===== src/rtl/filter_pair_fifo.sv =====
// filter_pair_fifo
//   Packs consecutive (even, odd) filter samples into one 2*DATA_W word,
//   buffers the words in a DEPTH-entry FIFO and drains them through a
//   valid/ready handshake (first-word-fall-through). A completed pair that
//   finds the FIFO full and no simultaneous pop is dropped and latches a
//   sticky overflow flag that only reset clears.
module filter_pair_fifo #(
  parameter int DATA_W = 32,
  parameter int DEPTH  = 8
) (
  input  logic                      clk,
  input  logic                      reset,
  input  logic                      in_valid,
  input  logic [DATA_W-1:0]         in_data,
  input  logic                      flush,
  input  logic                      out_ready,
  output logic                      out_valid,
  output logic [2*DATA_W-1:0]       out_data,
  output logic [$clog2(DEPTH):0]    level,
  output logic                      overflow
);

  localparam int ADDR_W = $clog2(DEPTH);
  localparam int CNT_W  = ADDR_W + 1;
  localparam logic [CNT_W-1:0] DEPTH_C = CNT_W'(DEPTH);

  // LO: waiting for the even (low) sample; HI: low half captured, waiting for odd.
  typedef enum logic {
    ST_LO = 1'b0,
    ST_HI = 1'b1
  } pair_state_e;

  pair_state_e          state_q, state_d;
  logic [DATA_W-1:0]    lo_q, lo_d;
  logic [ADDR_W-1:0]    wr_ptr_q, wr_ptr_d;
  logic [ADDR_W-1:0]    rd_ptr_q, rd_ptr_d;
  logic [CNT_W-1:0]     count_q, count_d;
  logic                 overflow_q, overflow_d;
  logic                 out_valid_q, out_valid_d;

  logic                 pop_s;
  logic                 push_try_s;
  logic                 push_ok_s;
  logic [2*DATA_W-1:0]  wr_word_s;

  // Word storage; contents are intentionally left unreset.
  logic [2*DATA_W-1:0]  mem_q [DEPTH];

  // Pairing FSM, push/pop arbitration and next-state for pointers, count and flags.
  always_comb begin
    state_d     = state_q;
    lo_d        = lo_q;
    wr_ptr_d    = wr_ptr_q;
    rd_ptr_d    = rd_ptr_q;
    count_d     = count_q;
    overflow_d  = overflow_q;
    push_try_s  = 1'b0;
    push_ok_s   = 1'b0;
    pop_s       = 1'b0;
    wr_word_s   = {in_data, lo_q};

    if (flush) begin
      // Flush discards buffered words and this cycle's sample; overflow survives.
      state_d  = ST_LO;
      wr_ptr_d = {ADDR_W{1'b0}};
      rd_ptr_d = {ADDR_W{1'b0}};
      count_d  = {CNT_W{1'b0}};
    end else begin
      pop_s = out_valid_q & out_ready;

      case (state_q)
        ST_LO: begin
          if (in_valid) begin
            lo_d    = in_data;
            state_d = ST_HI;
          end else begin
            state_d = ST_LO;
          end
        end
        ST_HI: begin
          if (in_valid) begin
            push_try_s = 1'b1;
            state_d    = ST_LO;
          end else begin
            state_d = ST_HI;
          end
        end
        default: begin
          state_d = ST_LO;
        end
      endcase

      // A full FIFO still accepts the word when the head leaves in the same cycle.
      push_ok_s = push_try_s & ((count_q < DEPTH_C) | pop_s);

      if (push_try_s && !push_ok_s) begin
        overflow_d = 1'b1;
      end else begin
        overflow_d = overflow_q;
      end

      if (push_ok_s) begin
        wr_ptr_d = wr_ptr_q + ADDR_W'(1);
      end else begin
        wr_ptr_d = wr_ptr_q;
      end

      if (pop_s) begin
        rd_ptr_d = rd_ptr_q + ADDR_W'(1);
      end else begin
        rd_ptr_d = rd_ptr_q;
      end

      case ({push_ok_s, pop_s})
        2'b10:   count_d = count_q + CNT_W'(1);
        2'b01:   count_d = count_q - CNT_W'(1);
        default: count_d = count_q;
      endcase
    end

    out_valid_d = (count_d != {CNT_W{1'b0}});
  end

  // Control state register with synchronous reset taking priority over flush.
  always_ff @(posedge clk) begin
    if (reset) begin
      state_q     <= ST_LO;
      lo_q        <= {DATA_W{1'b0}};
      wr_ptr_q    <= {ADDR_W{1'b0}};
      rd_ptr_q    <= {ADDR_W{1'b0}};
      count_q     <= {CNT_W{1'b0}};
      overflow_q  <= 1'b0;
      out_valid_q <= 1'b0;
    end else begin
      state_q     <= state_d;
      lo_q        <= lo_d;
      wr_ptr_q    <= wr_ptr_d;
      rd_ptr_q    <= rd_ptr_d;
      count_q     <= count_d;
      overflow_q  <= overflow_d;
      out_valid_q <= out_valid_d;
    end
  end

  // Write an accepted packed word into the slot at the write pointer.
  always_ff @(posedge clk) begin
    if (!reset && push_ok_s) begin
      mem_q[wr_ptr_q] <= wr_word_s;
    end
  end

  assign out_valid = out_valid_q;
  assign out_data  = mem_q[rd_ptr_q];
  assign level     = count_q;
  assign overflow  = overflow_q;

endmodule


===== config.mk =====
export PLATFORM = sky130hd
export DESIGN_NAME = filter_pair_fifo
export DESIGN_NICKNAME = d
export VERILOG_FILES = /design/src/rtl/filter_pair_fifo.sv
export SDC_FILE = /design/constraint.sdc
export NUM_CORES = 1
export LEC_CHECK = 0
export ABC_AREA = 1
export BUFFER_PORTS_ARGS = -buffer_cell sky130_fd_sc_hd__buf_2
export CORE_MARGIN = 4
export CORE_UTILIZATION = 55
export DETAILED_ROUTE_END_ITERATION = 6
export PLACE_DENSITY_LB_ADDON = 0.3
export SETUP_SLACK_MARGIN = 0.5
export SKIP_LAST_GASP = 1
export SLEW_MARGIN = 10
export SYNTH_ARGS = -nofsm -noshare
export SYNTH_HDL_FRONTEND = slang
export SYNTH_SLANG_ARGS = --single-unit

===== constraint.sdc =====
create_clock -name clk -period 8.85 [get_ports clk]
set_input_delay 1.77 -clock clk [delete_from_list [all_inputs] [get_ports clk]]
set_output_delay 1.77 -clock clk [all_outputs]
set_load 0.02 [all_outputs]

* After elaboration in Yosys (flattened, before gate mapping) *
Memory sizes are Yosys's and may differ from the RTL's. A register that Yosys moved wholly into a read port is not among the register bits.
Cells that the tools add are included.
W data, S select, Z words.

cells by class
  $lt $le $gt $ge = 1
  $add $sub $neg = 4
  multiplexer cells = 12
  bitwise logic cells = 5
  reductions and logical operators = 8
  equal/unequal tests = 2

operator list
  operator               number
  $pmux W4 S2            1
  $mux W1                7
  $add A3 B1 Y3 const B  2
  $mux W3                2
  $add A4 B1 Y4 const B  1
  $lt A4 B4 Y1 const B   1
  $mux W4                1
  $reduce_bool A4 Y1     1
  $sub A4 B1 Y4 const B  1
  $reduce_and A3 Y1      1
  $and A1 B1 Y1          2
  $eq A2 B1 Y1 const B   1
  $eq A2 B2 Y1 const B   1
  $logic_and A1 B1 Y1    2
  $logic_not A1 Y1       2
  $not A1 Y1             2
  $pmux W1 S2            1
  $reduce_and A2 Y1      1
  $reduce_or A2 Y1       1
  $or A1 B1 Y1           1

storage, ports and cells
  memories = 1
  register bits = 45
  bits in writable memories = 512
  output and inout bits = 70

memory list
  name   depth  width  rd ports  clocked after Yosys merged registers in  write ports  line  source
  mem_q  8      64     1         1                                        1            47    logic [2*DATA_W-1:0] mem_q [DEPTH];

* Logic depth before layout (Yosys ltp) *
  word-level depth = 8
  mapped depth = 15
  depth with buffers taken out = 15

* Worst setup path after synthesis *
No wires, ideal clock.

  path kind = input to register
  from = in out_ready
  to = mem mem_q[6][0] (netlist bit) (enable)
  slack = -237 ps
  arrival time = 8,443 ps
  stages = 6
  cell sequence = nand2_1 -> inv_1 -> o21ai_1 -> inv_1 -> nand2_1 -> nor4_1

on the way
  longest elaborated chain between the ends = 7

ends and longest elaborated chain
  what                           line  source
  from (decl)                    16    input logic out_ready,
  $and A1 B1 Y1                  69    pop_s = out_valid_q & out_ready;
  $or A1 B1 Y1                   94    push_ok_s = push_try_s & ((count_q < DEPTH_C) | pop_s);
  $and A1 B1 Y1                  94
  $mux W1                        62    if (flush) begin
  $logic_and A1 B1 Y1            147   if (!reset && push_ok_s) begin
  $mux W1                        147
  $mux W1 (implied by the code)  148   mem_q[wr_ptr_q] <= wr_word_s;
  to (decl)                      47

Every way passes these cells.

==> metrics.txt <==
# TYPE chip_impl_metric gauge
chip_impl_metric{name="syn_inst",unit=""} 1622
chip_impl_metric{name="grt_first_pass_wirelength",unit="um"} 73000
chip_impl_info{name="synthFlopType",value="sky130_fd_sc_hd__edfxtp_1"} 1
chip_impl_metric{name="cts_hold_repair.buffers",unit=""} 0
chip_impl_metric{name="min_path_cells",unit=""} 2
chip_impl_metric{name="detailroute.via_count",unit=""} 13176
chip_impl_metric{name="worst-path-max-fanout",unit=""} 127
chip_impl_metric{name="power.ir.vdd_worst",unit="mV"} 0.159
chip_impl_metric{name="worst_pin_slew",unit="ns"} 1.08
chip_impl_metric{name="antenna_found_initial",unit=""} 4
chip_impl_metric{name="final_cell_area",unit="mm^2"} 0.0244
chip_impl_metric{name="timing.hold.ws",unit="ns"} 0.471
chip_impl_metric{name="final_count_of_hold_timing_violations",unit=""} 0
chip_impl_metric{name="worst-path-buf-inv",unit=""} 3
chip_impl_info{name="worst_path_max_delay_cell",value="sky130_fd_sc_hd__inv_6"} 1
chip_impl_metric{name="critical_path_depth",unit=""} 7
chip_impl_metric{name="path_clk_slew",unit="ns"} 0.06
chip_impl_metric{name="syn-num-nets",unit=""} 1665
chip_impl_metric{name="ffs_w_async_s_r_synth",unit="%"} 0
chip_impl_metric{name="cts_made_buffers",unit=""} 52
chip_impl_info{name="clock-root-buffer",value="sky130_fd_sc_hd__clkbuf_16"} 1
chip_impl_info{name="holdCritPathClass",value="reg2reg"} 1
chip_impl_metric{name="leakage",unit="nW"} 8.33
chip_impl_metric{name="finalSetupTns",unit="ns"} 0
chip_impl_metric{name="postRouteAntennaNets",unit=""} 0
chip_impl_metric{name="crit_arrival",unit="ns"} 3.55
chip_impl_metric{name="placed_area",unit="mm^2"} 0.0226
chip_impl_info{name="tritoncts",value="done"} 1
chip_impl_metric{name="gp_routability_congestion",unit=""} 0.778
chip_impl_metric{name="clock-sinks",unit=""} 560
chip_impl_info{name="crit_path_end_kind",value="output port"} 1
chip_impl_metric{name="synth.yosys.warnings",unit=""} 0
chip_impl_metric{name="finalWorstSetupSlack",unit="ns"} 3.53
chip_impl_metric{name="post_cts.repair.setup_buffers",unit=""} 0
chip_impl_metric{name="final-setup-viol-count",unit=""} 0
chip_impl_metric{name="final.min_clock_period",unit="ns"} 5.32
chip_impl_metric{name="die-area",unit="mm^2"} 0.0426
chip_impl_metric{name="post-dp-hpwl",unit="um"} 25600
chip_impl_metric{name="clk_path_buf_depth",unit=""} 3
chip_impl_metric{name="p_total",unit="mW"} 5.45
chip_impl_info{name="critical-path-top-delay-family",value="buffers and inverters"} 1
chip_impl_metric{name="die_height",unit="um"} 206
chip_impl_metric{name="post_cts_resize_count",unit=""} 0
chip_impl_info{name="worstSetupPathType",value="reg2out"} 1
chip_impl_metric{name="portBuffers",unit=""} 106
chip_impl_metric{name="post_synth_instance_area",unit="mm^2"} 0.0217
chip_impl_metric{name="route.detailed.vias_per_inst",unit=""} 5.82
chip_impl_metric{name="global_route_usage_sum",unit="%"} 22.3
chip_impl_metric{name="syn2layout_area_growth",unit="%"} 12.4
chip_impl_metric{name="gr-total-overflow",unit=""} 0
chip_impl_metric{name="first_global_vias",unit=""} 12810
chip_impl_metric{name="synth-edff-count",unit=""} 512
chip_impl_metric{name="max_stage_delay",unit="ns"} 0.79
chip_impl_metric{name="synth-seq-cells",unit=""} 560
chip_impl_metric{name="io_pins",unit=""} 107
chip_impl_metric{name="synthDistinctLibCells",unit=""} 26
chip_impl_metric{name="dr.pass1.iters",unit=""} 5
chip_impl_metric{name="drv.max_cap_violation_count",unit=""} 0
chip_impl_metric{name="finalNetCount",unit=""} 1743
chip_impl_metric{name="grt_start_max_net_pins",unit=""} 203
chip_impl_metric{name="floorplan.core_area",unit="mm^2"} 0.0388
chip_impl_metric{name="max-slew-margin-rel",unit="%"} 27.9
chip_impl_metric{name="timing.fmax",unit="MHz"} 188
chip_impl_metric{name="pwr_density_cell",unit="mW/mm^2"} 224
chip_impl_info{name="cp_cell_sequence",value="inv_6 > buf_4 > nor2_1 > o32ai_1 > nand2_1 > nand2_1 > buf_2"} 1
chip_impl_info{name="setup_repair_after_global_routing_missed_its_margin",value="no"} 1
chip_impl_metric{name="rows",unit=""} 72
chip_impl_metric{name="crit_required",unit="ns"} 7.08
chip_impl_metric{name="detailedRoute.firstIterationViolations",unit=""} 1672
chip_impl_metric{name="final_layout_size_suffix_gt1_share",unit="%"} 13.0
chip_impl_metric{name="synth.yosys.seq_area_share",unit="%"} 75.4
chip_impl_info{name="crit_path_start_kind",value="flip-flop"} 1
chip_impl_metric{name="final.setup_skew",unit="ns"} 0.0122
chip_impl_metric{name="post_drt_wl_per_cell",unit="um"} 21.2
chip_impl_metric{name="dpl_worst_slack",unit="ns"} 4.10
chip_impl_info{name="crit_top_cell",value="sky130_fd_sc_hd__nand2_1"} 1
chip_impl_metric{name="starting_density_of_the_core",unit="%"} 55.8
chip_impl_metric{name="syn-mean-instance-area",unit="um^2"} 13.4
chip_impl_metric{name="timing.reg2reg.worst_path_depth",unit=""} 7
chip_impl_metric{name="drc",unit=""} 0
chip_impl_metric{name="maxSlewViolCount",unit=""} 0
chip_impl_info{name="run_status",value="completed"} 1
chip_impl_metric{name="die_width",unit="um"} 206
chip_impl_metric{name="cts-htree-levels",unit=""} 2
chip_impl_metric{name="clkLatencyLatePin",unit="ns"} 0.57
chip_impl_metric{name="fin_crit_sh",unit="%"} 60.1
chip_impl_metric{name="wirelength",unit="um"} 48000
-- stage by stage --
stage / std cells / utilization (%)
2_1_floorplan: 1622 / -
3_3_place_gp: 2164 / 58.1
3_5_place_dp: 2164 / 58.1
4_1_cts: 2262 / 62.7
5_1_grt: 2262 / 62.7
6_report: 2265 / 62.7
-- area by class of cell --
class                   instances  area [um^2]
fillers                      2864        14500
well taps                     518          648
clock buffers                  65         1470
flip-flops and latches        560        16300
clock inverters                33          320
inverters                      21         83.8
diodes                          3         7.51
repair buffers                123          683
multi-input cells             942         4790
-- cell usage after synthesis (2+ instances only) --
cell	number	area (um^2)
sky130_fd_sc_hd__a21oi_1	6	30.0
sky130_fd_sc_hd__buf_1	3	11.3
sky130_fd_sc_hd__buf_12	5	100
sky130_fd_sc_hd__buf_2	22	110
sky130_fd_sc_hd__buf_4	9	67.6
sky130_fd_sc_hd__buf_6	2	22.5
sky130_fd_sc_hd__clkbuf_1	58	218
sky130_fd_sc_hd__dfxtp_1	48	961
sky130_fd_sc_hd__edfxtp_1	512	15400
sky130_fd_sc_hd__ha_1	6	75.1
sky130_fd_sc_hd__inv_1	20	75.1
sky130_fd_sc_hd__mux2i_1	64	641
sky130_fd_sc_hd__nand2_1	214	803
sky130_fd_sc_hd__nand3_1	6	30.0
sky130_fd_sc_hd__nor2_1	340	1280
sky130_fd_sc_hd__nor3_1	4	20.0
sky130_fd_sc_hd__nor4_1	2	12.5
sky130_fd_sc_hd__o21ai_0	165	826
sky130_fd_sc_hd__o22ai_1	64	400
sky130_fd_sc_hd__o32ai_1	64	561
sky130_fd_sc_hd__or2_2	2	12.5
sky130_fd_sc_hd__xor2_1	2	17.5
-- path summary, 6_finish.rpt --
kind / start / endpoint / slack (ns)
setup / recovery: flip-flop / out_data[25] / 3.53
hold / removal: overflow / overflow / 0.47
setup reg to reg: out_valid / mem_q[6][27] / 5.69
hold reg to reg: overflow / overflow / 0.47
-- cells by family after synthesis --
logic type | Yosys count | share of synthesized area, %
buffers and inverters | 120 | 2.81
adder cells (fa/ha/maj) | 6 | 0.346
multiplexers | 64 | 2.96
AND/OR/NAND/NOR | 568 | 9.94
XOR/XNOR | 2 | 0.0809
flip-flops | 560 | 75.4
AO/OA/AOI/OAI | 302 | 8.48
-- flip-flops by register name, indices dropped and copies added, names as in the netlist, named ones only --
register and cells:
state_q 1, overflow 1, level 4, wr_ptr_q 3, rd_ptr_q 3, out_valid 1
lo_q 32, mem_q 512
-- power breakdown --
group | switching [mW] | internal, mW
clock network | 0.937 | 1.36
registers | 0.0361 | 2.90
logic | 0.153 | 0.0683
total | 1.13 | 4.33
-- worst min-delay path, delay by kind of cell, from the launching register on --
kind	cells	cell delay (ns)
compound gates	1	0.05
simple gates	1	0.07
flops	1	0.32
-- metal layers --
layer	routed length, um	part of all wire, %	track usage (%)	vias to the layer above
li1	-	-	-	6083
met1	20200	42	31.3	6531
met2	23300	49	36.4	480
met3	3350	7.0	3.72	78
met4	1160	2.4	6.39	4
met5	26	0.054	0	-
-- placed cells by master, fill, tap and decap left out, types with 2 or more instances in the layout --
| cell | instances |
|---|---|
| sky130_fd_sc_hd__a21oi_1 | 6 |
| sky130_fd_sc_hd__buf_12 | 2 |
| sky130_fd_sc_hd__buf_2 | 106 |
| sky130_fd_sc_hd__buf_4 | 15 |
| sky130_fd_sc_hd__bufinv_16 | 6 |
| sky130_fd_sc_hd__clkbuf_1 | 4 |
| sky130_fd_sc_hd__clkbuf_16 | 55 |
| sky130_fd_sc_hd__clkbuf_8 | 6 |
| sky130_fd_sc_hd__clkinv_1 | 6 |
| sky130_fd_sc_hd__clkinv_2 | 17 |
| sky130_fd_sc_hd__clkinvlp_4 | 2 |
| sky130_fd_sc_hd__dfxtp_1 | 45 |
| sky130_fd_sc_hd__dfxtp_4 | 2 |
| sky130_fd_sc_hd__diode_2 | 3 |
| sky130_fd_sc_hd__edfxtp_1 | 512 |
| sky130_fd_sc_hd__ha_1 | 6 |
| sky130_fd_sc_hd__inv_1 | 19 |
| sky130_fd_sc_hd__inv_6 | 3 |
| sky130_fd_sc_hd__mux2i_1 | 64 |
| sky130_fd_sc_hd__nand2_1 | 214 |
| sky130_fd_sc_hd__nand3_1 | 6 |
| sky130_fd_sc_hd__nor2_1 | 337 |
| sky130_fd_sc_hd__nor2_4 | 3 |
| sky130_fd_sc_hd__nor3_2 | 3 |
| sky130_fd_sc_hd__nor4_4 | 2 |
| sky130_fd_sc_hd__o21ai_0 | 165 |
| sky130_fd_sc_hd__o22ai_1 | 64 |
| sky130_fd_sc_hd__o32ai_1 | 64 |
| sky130_fd_sc_hd__or2_2 | 2 |
| sky130_fd_sc_hd__xor2_1 | 2 |
Note: power is estimated with default switching activity, not from simulation.
